--- src/rtl/mac_pkg.sv ---
// Shared defaults and FSM encoding for the multiply-accumulate datapath.
package mac_pkg;

   localparam int DATA_W_DEF  = 8;
   localparam int ACC_W_DEF   = 20;
   localparam int N_TERMS_DEF = 16;

   // N_TERMS is capped at 255, so 8-bit term counters always suffice.
   localparam int CNT_W = 8;

   typedef enum logic [1:0] {
      IDLE  = 2'd0,
      ACCUM = 2'd1,
      HOLD  = 2'd2
   } state_t;

endpackage

--- src/rtl/kogge_stone_adder.sv ---
// Parallel-prefix (Kogge-Stone) adder, log2(WIDTH) prefix levels.
// Purely combinational: zero latency, no flow control.
// No backpressure: the result follows the operands in the same cycle.
module kogge_stone_adder #(
   parameter int WIDTH = 20
) (
   input  logic [WIDTH-1:0] a,
   input  logic [WIDTH-1:0] b,
   input  logic             cin,
   output logic [WIDTH-1:0] s,
   output logic             cout
);

   localparam int LVL   = (WIDTH > 1) ? $clog2(WIDTH) : 1;
   localparam int DLAST = 1 << (LVL - 1);

   logic [WIDTH-1:0] g_fin;
   logic [WIDTH-1:0] carry;

   genvar lv;
   generate
      for (lv = 0; lv < LVL; lv++) begin : stg
         logic [WIDTH-1:0] g;
         logic [WIDTH-1:0] p;
         if (lv == 0) begin : base
            // cin folds into bit 0 generate so every prefix already includes it.
            assign p = a ^ b;
            assign g = (a & b) | (p & WIDTH'(cin));
         end else begin : comb
            assign g = stg[lv-1].g | (stg[lv-1].p & (stg[lv-1].g << (1 << (lv - 1))));
            assign p = stg[lv-1].p & (stg[lv-1].p << (1 << (lv - 1)));
         end
      end
   endgenerate

   assign g_fin = stg[LVL-1].g | (stg[LVL-1].p & (stg[LVL-1].g << DLAST));
   assign carry = {g_fin[WIDTH-2:0], cin};
   assign s     = stg[0].p ^ carry;
   assign cout  = g_fin[WIDTH-1];

endmodule

--- src/rtl/mac_accumulator.sv ---
// N-term unsigned dot product: registered 8x8 product, then prefix-adder accumulate.
// Latency: last term accepted at edge E is summed at E+1, out_valid visible after E+1.
// Backpressure: in_ready drops once N_TERMS are issued; result held in HOLD until out_ready.
module mac_accumulator
   import mac_pkg::*;
#(
   parameter int DATA_W  = DATA_W_DEF,
   parameter int ACC_W   = ACC_W_DEF,
   parameter int N_TERMS = N_TERMS_DEF
) (
   input  logic              clk,
   input  logic              rst_n,
   input  logic              start,
   input  logic              in_valid,
   output logic              in_ready,
   input  logic [DATA_W-1:0] a,
   input  logic [DATA_W-1:0] b,
   output logic              out_valid,
   input  logic              out_ready,
   output logic [ACC_W-1:0]  acc_out,
   output logic              overflow
);

   localparam int PW = 2 * DATA_W;
   localparam logic [CNT_W-1:0] N_CNT = CNT_W'(N_TERMS);

   state_t           state;
   logic [PW-1:0]    prod_r;
   logic             p_valid;
   logic [CNT_W-1:0] issued;
   logic [CNT_W-1:0] added;
   logic [ACC_W-1:0] sum;
   logic             carry;
   logic             accept;

   assign in_ready = (state == ACCUM) && (issued < N_CNT);
   assign accept   = in_valid && in_ready;

   kogge_stone_adder #(
      .WIDTH(ACC_W)
   ) u_add (
      .a    (acc_out),
      .b    (ACC_W'(prod_r)),
      .cin  (1'b0),
      .s    (sum),
      .cout (carry)
   );

   always_ff @(posedge clk) begin
      if (!rst_n) begin
         state     <= IDLE;
         prod_r    <= '0;
         p_valid   <= 1'b0;
         issued    <= '0;
         added     <= '0;
         acc_out   <= '0;
         overflow  <= 1'b0;
         out_valid <= 1'b0;
      end else begin
         case (state)
            IDLE: begin
               p_valid <= 1'b0;
               if (start) begin
                  acc_out  <= '0;
                  overflow <= 1'b0;
                  issued   <= '0;
                  added    <= '0;
                  state    <= ACCUM;
               end
            end
            ACCUM: begin
               p_valid <= accept;
               if (accept) begin
                  prod_r <= PW'(a) * PW'(b);
                  issued <= issued + CNT_W'(1);
               end
               if (p_valid) begin
                  acc_out  <= sum;
                  overflow <= overflow | carry;
                  added    <= added + CNT_W'(1);
                  if (added == N_CNT - CNT_W'(1)) begin
                     state     <= HOLD;
                     out_valid <= 1'b1;
                  end
               end
            end
            HOLD: begin
               p_valid <= 1'b0;
               if (out_ready) begin
                  out_valid <= 1'b0;
                  state     <= IDLE;
               end
            end
            default: begin
               state     <= IDLE;
               out_valid <= 1'b0;
               p_valid   <= 1'b0;
            end
         endcase
      end
   end

endmodule
--- config.mk ---
export PLATFORM = sky130hd
export DESIGN_NAME = mac_accumulator
export DESIGN_NICKNAME = d
export VERILOG_FILES = /design/src/rtl/mac_pkg.sv /design/src/rtl/kogge_stone_adder.sv /design/src/rtl/mac_accumulator.sv
export SDC_FILE = /design/constraint.sdc
export NUM_CORES = 1
export LEC_CHECK = 0
export BUFFER_PORTS_ARGS = -buffer_cell sky130_fd_sc_hd__buf_2
export CAP_MARGIN = 20
export CORE_MARGIN = 4
export CORE_UTILIZATION = 40
export DETAILED_ROUTE_END_ITERATION = 16
export PLACE_DENSITY = 0.6
export SYNTH_ARGS = -nofsm -noshare
export SYNTH_HDL_FRONTEND = slang
export SYNTH_SLANG_ARGS = --single-unit
--- constraint.sdc ---
create_clock -name clk -period 10.54 [get_ports clk]
set_clock_uncertainty 0.15 [all_clocks]
set_input_delay 2.635 -clock clk [delete_from_list [all_inputs] [get_ports clk]]
set_output_delay 2.635 -clock clk [all_outputs]
set_load 0.02 [all_outputs]
; ---- Word-level counts from Yosys, hierarchy flattened
; Index checks and enable logic that the tools add are counted.
; Widths: inputs -> output; s select.
[classes]
n_bitwise = 19
n_mul = 1
order_cmp = 1
n_reduce_logical = 10
n_addsub = 2
eq_ne = 8
muxes = 20
[ops]
columns = op, count
row1 = $and 20x20->20, 9
row2 = $or 20x20->20, 5
row3 = $mux 20, 2
row4 = $pmux 20 s2, 1
row5 = $pmux 8 s2, 2
row6 = $mux 8, 3
row7 = $and 20x16->20, 1
row8 = $xor 20x16->20, 1
row9 = $xor 20x20->20, 1
row10 = $add 8x1->8 const B, 2
row11 = $mul 8x8->16, 1
row12 = $eq 8x4->1 const B, 1
row13 = $lt 8x5->1 const B, 1
row14 = $mux 2, 4
row15 = $ne 2x2->1 const B, 4
row16 = $reduce_and 4->1, 2
row17 = $pmux 2 s3, 1
row18 = $reduce_and 3->1, 2
row19 = $mux 1, 5
row20 = $reduce_and 2->1, 2
row21 = $pmux 1 s3, 1
row22 = $eq 2x1->1 const B, 1
row23 = $eq 2x2->1 const B, 1
row24 = $logic_and 1x1->1, 2
row25 = other kinds (6), 6
[word_totals]
out_inout_bits = 23
register_bits = 57
inputBits = 21
word_cells = 69

; ---- Logic depth before layout (Yosys ltp)
; Gate-level depths: netlist (run 1).
[logic_depth]
depth_word = 14
mapped_depth = 17
depth_no_buf = 17

; ---- Modules after synthesis
; Synthesis (run 1) repeated with hierarchy kept, for this count alone.
[unflattened]
hier_cells = 624
hier_area_um2 = 5262.5
[by_module_without_submodules]
columns = module, seq_area_each_um2, instances, area_each_um2, cells_each
row1 = mac_accumulator, 1141.1, 1, 4355.4, 504
row2 = kogge_stone_adder, 0.0, 1, 907.1, 120

; ---- Worst setup path after synthesis (run 1)
; OpenSTA, ideal clock, no wires.
[synth_path]
kind = input to register
start = input b[7]
end = register prod_r[15]
t_required_ns = 10.269
setup_ns = 0.121
setup_slack_ns = 3.832
t_arrival_ns = 6.437
stages = 16
path_buffers = 0
cell_sequence = nand2_1 > fa_1 > fa_1 > inv_1 > fa_1 > inv_1 > fa_1 > inv_1 > ha_1 > a21oi_1 > nor2b_1 > a311o_1 > a31o_2 > a31oi_1 > nand3_1 > nor3b_1
[synth_via]
elab_chain_len = 1
[synth_rtl]
columns = item, line_no
row1 = "start, declared", mac_accumulator.sv:17  ; input logic [DATA_W-1:0] b,
row2 = $mul 8x8->16, mac_accumulator.sv:74  ; prod_r <= PW'(a) * PW'(b);
row3 = "end signal, assigned", mac_accumulator.sv:74
row4 = "end, declared", mac_accumulator.sv:28  ; logic [PW-1:0] prod_r;
; No other way between the ends.
; A chain may end at the register's enable or synchronous reset.

; ---- Worst setup path in the final report (run 1)
[layout_path]
start = input a[0]
end = register prod_r[12]
[layout_via]
elab_chain_len = 1
[layout_rtl]
columns = item, line_no
row1 = "start, declared", mac_accumulator.sv:16  ; input logic [DATA_W-1:0] a,
row2 = $mul 8x8->16, mac_accumulator.sv:74
; No other way between the ends.

==> out/qor.yml, run 1 <==
run_status:
  outcome: "complete, no violations"
timing:
  rsz0062_at_grt: "false"
  tightest_slew_ns: 0.965
  report.final.hold_viol_count: 0
  finalCritPeriodShare_pct: 64.2
  finalSetupViolCount: 0
  slew_violations: 0
  slew_headroom_pct: 35.5
  fin_crit_ns: 6.77
  fin_setup_tns_ns: 0
  fmax_ghz: 0.148
global_routing:
  grt_max_degree: 31
  busiest_layer: "met2"
  grt_usage_pct: 15.4
  grt-ovfl-total: 0
  antenna_found_initial: 0
  grt_pass1_vias: 3931
  grt_util_met3_pct: 2.80
  grtUsageMet2_pct: 24.8
  grt_pass1_wl_microns: 18400
  globalRouteMet1Util_pct: 20.8
pwr:
  switching_share_pct: 34.1
  power_leakage_nw: 2.68
  combinationalPowerShare_pct: 39.1
  p_int_mw: 0.562
  power_mw: 0.853
  power_frac_seq_pct: 27.3
  vdd_drop_max_mv: 0.0711
  switchingPower_mw: 0.291
  p_clk_share_pct: 33.7
  power-per-cell-area_nw_per_um2: 152
finish:
  final_util_pct: 46.6
  final_area_sq_um: 5620
  fillers: 1185
  final_cell_mix: "57 x dfxtp_1, 56 x inv_1, 54 x ha_1, 53 x and2_1, 49 x nor2_1"
  multi_input_area_sq_um: 3550
  insertedDiodeCount: 0
  layout.area.seq_sq_um: 1140
  drive_above_1_share_pct: 10.8
  area_growth_pct: 13.4
  mostFrequentLayoutCell: "dfxtp_1"
  nets: 729
  finalNonFillerCells: 789
floorplan:
  ios: 44
  start_util_pct: 41.1
  die_w_microns: 119
  rows: 40
  core_sq_um: 12100
  dieArea_sq_um: 14200
  die_h_microns: 119
min_path:
  worstHoldStart: "prod_r[11]"
  holdPathStages: 2
  hold_end: "prod_r[11]"
  hp-class: "register to register"
route:
  drt_iter0_markers: 259
  wl_per_cell_microns: 13.5
  wl_microns: 10600
  ant_nets: 0
  num_vias: 4032
  dr.pass1.iters: 7
  viasPerCell: 5.11
  route.detailed.drc: 0
synthesis:
  syn_inst: 576
  synthTopCellsByArea: "dfxtp_1 23%, fa_1 15%, ha_1 14%, and2_1 6.7%, inv_1 4.2%"
  synth-edff-count: 0
  yosys.area.top_type: "dfxtp_1"
  yosys_warnings: 0
  yosysTopAreaCellShare_pct: 23.0
  yosysUniqueCellTypes: 51
  netlist_area_sq_um: 4950
  syn-num-nets: 688
  synthFlopType: "dfxtp_1"
  synth-seq-cells: 57
  synthArstFlopShare_pct: 0
  ys_seq_area_share_pct: 23.0
  synth_area_per_cell_sq_um: 8.60
critical_path:
  path_max_fanout: 8
  critical_path.endpoint_type: "register"
  crit_required_ns: 10.62
  critPathArrivalTime_ns: 6.85
  cp-start-kind: "input pin"
  r2r_end: "acc_out[12]"
  reg2reg_depth: 9
  r2r_slack_ns: 7.83
  worst-setup-path-type: "input pin to register"
  reg2reg_from: "acc_out[0]"
run:
  drv_cap: 0
clock_tree:
  cts_tree: "built"
  post_cts_resized: 0
  h-tree-depth: 3
  ctsRootBufferMaster: "clkbuf_16"
  cts_buffer_depth: 2
  worstSkewPairLatency_ns: 0.33
  numClockSinks: 57
  postCtsSetupBuffers: 0
  ctsHoldBuffers: 0
  clk_pin_slew_ns: 0.05
  cts_buffers: 9
place:
  dp_hpwl_microns: 8470
  gp_congestion: 0.829
  io_buffers: 43
  dpl_cell_area_sq_um: 5320
  placed_cells: 774
==> registers in the layout, summed over array words and instances (netlist names) <==
signal	cells
acc_out	20
prod_r	16
added	8
issued	8
state	2
out_valid	1
overflow	1
p_valid	1
==> how the worst max path moves through the flow <==
stage          from          to  slack [ns]  cells after the start
3_3_place_gp   a[0]  prod_r[15]        3.51                     17
3_5_place_dp   a[0]  prod_r[15]        3.45                     17
4_1_cts        a[0]  prod_r[12]        3.78                     16
6_report       a[0]  prod_r[12]        3.77                     16
5_1_grt        a[0]  prod_r[12]        3.46                     16
2_1_floorplan  b[7]  prod_r[15]        3.83                     16
==> cell usage after synthesis, drive strengths merged, types with 7 or more instances <==
library cell,instances
nor3,7
nand2,48
xnor2,16
a21oi,38
and2,53
ha,54
a31oi,10
fa,37
a21o,9
nand4,7
a211oi,10
clkbuf,8
nand3,15
and3,10
inv,56
a22o,7
nor2,52
o21ai,12
dfxtp,57
xor2,13
==> logic make-up (layout without fill, tap and decap cells) <==
kind of cell             Yosys count  count (layout)  share of synthesized area (%)
AO/OA/AOI/OAI                    110             110                           14.5
XOR/XNOR                          29              29                           5.13
adder cells (fa/ha/maj)           91              91                           28.6
buffers and inverters             69             114                           5.38
flip-flops                        57              57                           23.0
multiplexers                       3               3                          0.606
AND/OR/NAND/NOR                  217             217                           22.8
==> layout make-up <==
cell class	instances	share of cell area (%)
multi-input combinational	450	63.1
clock buffer	12	4.56
sequential	57	20.3
tap	168	3.74
timing repair buffer	43	3.83
inverter	56	3.74
clock inverter	3	0.713
==> through the flow <==
step | worst slack, ns | hold WS (ns)
after floorplan | 3.83 | 0.286
after global placement | 3.51 | 0.300
after detailed placement | 3.45 | 0.308
after CTS | 3.78 | 0.313
after global routing | 3.46 | 0.344
final | 3.77 | 0.309
==> power groups by stage <==
stage          registers (mW)  clock network (mW)  logic (mW)
6_report                0.233               0.287       0.333
3_3_place_gp            0.237                   0       0.328
5_1_grt                 0.234               0.302       0.392
2_1_floorplan           0.236                   0       0.269
4_1_cts                 0.233               0.292       0.338
3_5_place_dp            0.237                   0       0.335
==> routing by layer <==
metal	wire length, microns	up-vias	part of all wire (%)
li1	-	2047	-
met1	5150	1896	49
met2	4920	75	46
met3	360	14	3.4
met4	189	0	1.8
met5	0	-	0
==> critical path, cell delays in order <==
cell      delay (ns)
buf_2           0.14
nand2_1         0.09
fa_1            0.51
fa_1            0.54
inv_1           0.05
fa_1            0.52
inv_1           0.05
fa_1            0.52
inv_1           0.04
ha_1            0.35
a21o_1          0.18
a31oi_1         0.21
nor3b_1         0.46
a22oi_1         0.16
xnor2_1         0.15
a211oi_1        0.22
No activity file was read; power rests on OpenSTA's default activity.
==> inputs of run 2 (changes only) <==
==> constraint.sdc (replaced) <==
create_clock -name clk -period 7 [get_ports clk]
set_clock_uncertainty 0.15 [all_clocks]
set_input_delay 1.75 -clock clk [delete_from_list [all_inputs] [get_ports clk]]
set_output_delay 1.75 -clock clk [all_outputs]
set_load 0.02 [all_outputs]
==> run 2 against run 1 <==
Critical path depth did not move. Critical endpoint unchanged. First-iteration DRC count fell by 19%. Register-to-register slack got worse by 3.6 ns. Via count fell by 1.4%. Routed wire length barely moved. Clock power rose by 74%.
==> out/qor.yml, run 2 (synthesis results as in run 1) <==
clock_tree:
  ctsHoldBuffers: 0
  worstSkewPairLatency_ns: 0.32
  postCtsSetupBuffers: 0
  cts_buffers: 9
  cts_buffer_depth: 2
  cts_tree: "built"
  h-tree-depth: 3
  ctsRootBufferMaster: "clkbuf_16"
  numClockSinks: 57
  post_cts_resized: 0
  clk_pin_slew_ns: 0.05
finish:
  area_growth_pct: 14.4
  layout.area.seq_sq_um: 1140
  multi_input_area_sq_um: 3550
  drive_above_1_share_pct: 11.1
  final_cell_mix: "57 x dfxtp_1, 56 x inv_1, 54 x ha_1, 53 x and2_1, 49 x nor2_1"
  max_flop_register: "acc_out"
  insertedDiodeCount: 0
  largest_reg_flops: 20
  mostFrequentLayoutCell: "dfxtp_1"
  fillers: 1159
  nets: 729
  top_regs: "acc_out (20), prod_r (16)"
pwr:
  vdd_drop_max_mv: 0.159
  p_int_mw: 0.910
  power-per-cell-area_nw_per_um2: 238
  p_clk_share_pct: 36.9
  switchingPower_mw: 0.440
  power_frac_seq_pct: 25.9
  power_leakage_nw: 2.71
  switching_share_pct: 32.6
  combinationalPowerShare_pct: 37.1
timing:
  fmax_ghz: 0.170
  finalCritPeriodShare_pct: 84.2
  report.final.hold_viol_count: 0
  tightest_slew_ns: 0.951
  slew_headroom_pct: 36.5
  fin_setup_tns_ns: 0
  rsz0062_at_grt: "false"
  finalSetupViolCount: 0
  fin_crit_ns: 5.90
  setup_ws_ns: 1.10
  slew_violations: 0
route:
  dr.pass1.iters: 4
  wl_met2_microns: 5040
  wl_met3_microns: 343
  drt-met1-wl_microns: 5090
  top_layer: "met4"
  drt_iter0_markers: 209
  num_vias: 3977
  viasPerCell: 5.03
  wl_per_cell_microns: 13.4
  route.detailed.drc: 0
  wl_microns: 10600
  ant_nets: 0
critical_path:
  critPathArrivalTime_ns: 5.97
  cp_num_buf_inv: 4
  path_cells: "buf_2 > nand2_1 > fa_1 > fa_1 > inv_1 > fa_1 > inv_1 > fa_1 > inv_1 > ha_1 > a21o_1 > a31oi_1 > nor3b_1 > a22oi_1 > xnor2_1 > a211oi_1"
  crit_required_ns: 7.08
  cp-startpoint: "a[0]"
  cpPeakStageDelay_ns: 0.54
  path_max_fanout: 8
  reg2reg_from: "acc_out[0]"
  worst-setup-path-type: "input pin to register"
  cp-start-kind: "input pin"
  cp_slowest_cell: "fa_1"
  critical_path.endpoint_type: "register"
  path_common_cell: "fa_1"
  crit_family: "adder cells"
min_path:
  worstHoldStart: "prod_r[11]"
  hp-class: "register to register"
global_routing:
  grt_max_degree: 31
  antenna_found_initial: 0
  grt_usage_pct: 15.3
  grt_pass1_vias: 3965
  grt_pass1_wl_microns: 18300
  grt-ovfl-total: 0
floorplan:
  rows: 40
  dieArea_sq_um: 14200
  die_h_microns: 119
  core_sq_um: 12100
  die_w_microns: 119
  ios: 44
  start_util_pct: 41.1
place:
  dp_hpwl_microns: 8500
  gp_congestion: 0.829
  post-place-ws_ns: 0.770
  io_buffers: 43
run_status:
  outcome: "complete, no violations"
run:
  drv_cap: 0
[run 2: per-layer routing]
metal  up-vias  GRT usage, %
met3        10          2.71
met5         -             0
met4         0          5.87
met1      1861          20.5
met2        63          24.7
li1       2043             -
[run 2: power groups by stage]
stage	Clock [mW]	Sequential, mW	Combinational (mW)
after CTS	0.509	0.350	0.509
after global placement	0	0.356	0.494
after floorplan	0	0.355	0.405
final	0.498	0.350	0.501
after global routing	0.524	0.352	0.590
after detailed placement	0	0.357	0.504
[run 2: worst register-to-register path, cell delays in order (launching register included)]
cell and delay, ns:
dfxtp_1 0.32, ha_1 0.23, fa_1 0.41, a21o_1 0.23, a221oi_2 0.36, o21ai_1 0.23, a21o_1 0.23, a21oi_1 0.21
xnor2_1 0.10, a22o_1 0.21
[run 2: final timing paths]
| path | to | slack [ns] | cells after the start |
|---|---|---|---|
| hold reg to reg | prod_r[11] | 0.31 | 2 |
| setup / recovery | prod_r[12] | 1.10 | 16 |
| hold / removal | prod_r[11] | 0.31 | 2 |
| setup reg to reg | acc_out[12] | 4.22 | 9 |
[run 2: metrics by stage]
step                hold WS (ns)  utilization (%)  power, mW  cell area, sq um  cells
global placement           0.300             44.1      0.850              5320    774
global route               0.342             47.0       1.47              5670    790
floorplan                  0.286                -      0.761              4950    576
detailed placement         0.303             44.1      0.861              5320    774
CTS                        0.310             47.0       1.37              5670    790
finish                     0.310             47.0       1.35              5670    790
[run 2: cell type report]
class	count	share of cell area, %
clock buffer	10	4.22
clock inverter	6	1.85
inverter	56	3.71
multi-input combinational	450	62.6
sequential	57	20.1
tap	168	3.71
timing repair buffer	43	3.80
==> inputs of run 3 (changes only) <==
--- a/config.mk
+++ b/config.mk
@@ -10,7 +10,7 @@
 export CORE_MARGIN = 4
 export CORE_UTILIZATION = 40
 export DETAILED_ROUTE_END_ITERATION = 16
-export PLACE_DENSITY = 0.6
+export PLACE_DENSITY = 0.62
 export SYNTH_ARGS = -nofsm -noshare
 export SYNTH_HDL_FRONTEND = slang
 export SYNTH_SLANG_ARGS = --single-unit
==> constraint.sdc (replaced) <==
create_clock -name clk -period 5 [get_ports clk]
set_clock_uncertainty 0.15 [all_clocks]
set_input_delay 1.25 -clock clk [delete_from_list [all_inputs] [get_ports clk]]
set_output_delay 1.25 -clock clk [all_outputs]
set_load 0.02 [all_outputs]
==> run 3 against run 2 <==
Clock power increased by 24%. Global-route usage increased by 0.95 points. Highest routed layer unchanged. Sequential power increased by 40%. Critical path type unchanged. Worst setup slack got worse by 1.1 ns. Non-clock buffer count increased by 38. Flip-flop and latch count unchanged. Register-to-register slack got worse by 1.9 ns. Combinational power increased by 100%.
==> out/qor.yml, run 3 (synthesis results as in run 1) <==
route:
  drt_iter0_markers: 192
  route.detailed.drc: 0
  wl_microns: 11400
  ant_nets: 0
  dr.pass1.iters: 4
  num_vias: 4173
  wl_per_cell_microns: 13.8
  viasPerCell: 5.04
clock_tree:
  cts_buffers: 9
  h-tree-depth: 3
  numClockSinks: 57
  worstSkewPairLatency_ns: 0.33
  cts_tree: "built"
  ctsRootBufferMaster: "clkbuf_16"
  clk_pin_slew_ns: 0.05
  cts_buffer_depth: 2
critical_path:
  path_cells: "buf_6 > and2_1 > fa_2 > fa_1 > fa_1 > inv_2 > fa_1 > inv_2 > ha_4 > a21oi_2 > nor2b_1 > a311o_1 > a31o_4 > a31oi_4 > nand3_1 > nor3b_2"
  crit_end: "prod_r[15]"
  r2r_end: "acc_out[12]"
  critical_path.endpoint_type: "register"
  path_common_cell: "fa_1"
  critPathArrivalTime_ns: 5.00
  path_max_fanout: 7
  r2r_slack_ns: 2.27
  reg2reg_depth: 9
  crit_required_ns: 5.05
  worst-setup-path-type: "input pin to register"
  cp_slowest_cell: "fa_1"
  cpPeakStageDelay_ns: 0.56
  reg2reg_from: "acc_out[0]"
  cp-startpoint: "b[2]"
  cp-start-kind: "input pin"
pwr:
  p_int_mw: 1.38
  power-per-cell-area_nw_per_um2: 343
  power_frac_seq_pct: 23.2
  power_leakage_nw: 2.91
  switching_share_pct: 34.5
  p_clk_share_pct: 29.3
  vdd_drop_max_mv: 0.152
  combinationalPowerShare_pct: 47.5
  switchingPower_mw: 0.727
timing:
  finalSetupViolCount: 0
  fin_setup_tns_ns: 0
  slew_violations: 0
  finalCritPeriodShare_pct: 99.0
  fin_crit_ns: 4.95
  slew_headroom_pct: 40.9
  setup_ws_ns: 0.0504
  report.final.hold_viol_count: 0
  tightest_slew_ns: 0.883
  fmax_ghz: 0.202
  rsz0062_at_grt: "true"
  holdWs_ns: 0.311
finish:
  max_flop_register: "acc_out"
  final_util_pct: 50.9
  final_cell_mix: "57 x dfxtp_1, 51 x inv_1, 50 x ha_1, 49 x nor2_1, 48 x and2_1"
  nets: 767
  finalNonFillerCells: 828
  mostFrequentLayoutCell: "dfxtp_1"
  drive_above_1_share_pct: 20.5
  largest_reg_flops: 20
  insertedDiodeCount: 0
  area_growth_pct: 24.0
  top_regs: "acc_out (20), prod_r (16)"
global_routing:
  grt_pass1_wl_microns: 19300
  grt-ovfl-total: 0
  grt_max_degree: 30
  grt_usage_pct: 16.3
  grt_pass1_vias: 4201
  antenna_found_initial: 0
min_path:
  hp-class: "register to register"
  holdPathStages: 2
place:
  io_buffers: 43
  post-place-ws_ns: -0.313
  placed_cells: 811
  dp_hpwl_microns: 9100
  gp_congestion: 0.890
floorplan:
  die_h_microns: 119
  core_sq_um: 12100
  dieArea_sq_um: 14200
  die_w_microns: 119
  ios: 44
  rows: 40
  start_util_pct: 41.1
run_status:
  outcome: "complete, no violations"
run:
  drv_cap: 0
-- run 3: power groups by stage --
stage	combinational [mW]	clock [mW]	sequential [mW]
floorplan	0.653	0	0.498
global placement	0.925	0	0.499
detailed placement	0.943	0	0.500
CTS	0.953	0.627	0.490
global route	1.15	0.648	0.493
finish	1.00	0.618	0.490
-- run 3: critical path: cells and delay by family --
family	cells	cell delay, ns
compound gates	4	0.82
fa+ha+maj	5	2.19
buf+inv	3	0.20
simple gates	4	0.55
-- run 3: area by class of cell --
cell class / count / area (sq um)
clock buffers: 10 / 239
clock inverters: 6 / 66.3
fillers: 1153 / 5920
inverters: 56 / 210
multi-input cells: 450 / 3700
flip-flops and latches: 57 / 1140
well taps: 168 / 210
repair buffers: 81 / 577
-- run 3: per-layer routing --
metal	GRT usage, %	wire length [microns]
met1	20.2	5190
met2	28.8	5670
met3	2.99	362
met4	4.49	166
met5	0	0
-- run 3: what timing repair did --
item	4_1_cts	5_1_grt
setup endpoints to repair	0	6
resized for setup	0	51
buffers inserted	0	1
endpoints found under the hold margin	0	0
hold buffers	0	0
-- run 3: stage by stage --
step	cell area (sq um)	power, mW
floorplan	5040	1.15
global placement	5680	1.42
detailed placement	5680	1.44
CTS	5990	2.07
global route	6140	2.29
finish	6140	2.11
-- run 3: how the worst min path moves through the flow --
stage	start	end	slack, ns
after CTS	prod_r[9]	prod_r[9]	0.31
after global placement	prod_r[9]	prod_r[9]	0.30
final	prod_r[9]	prod_r[9]	0.31
after detailed placement	prod_r[9]	prod_r[9]	0.30
after floorplan	prod_r[11]	prod_r[11]	0.29
after global routing	prod_r[9]	prod_r[9]	0.34
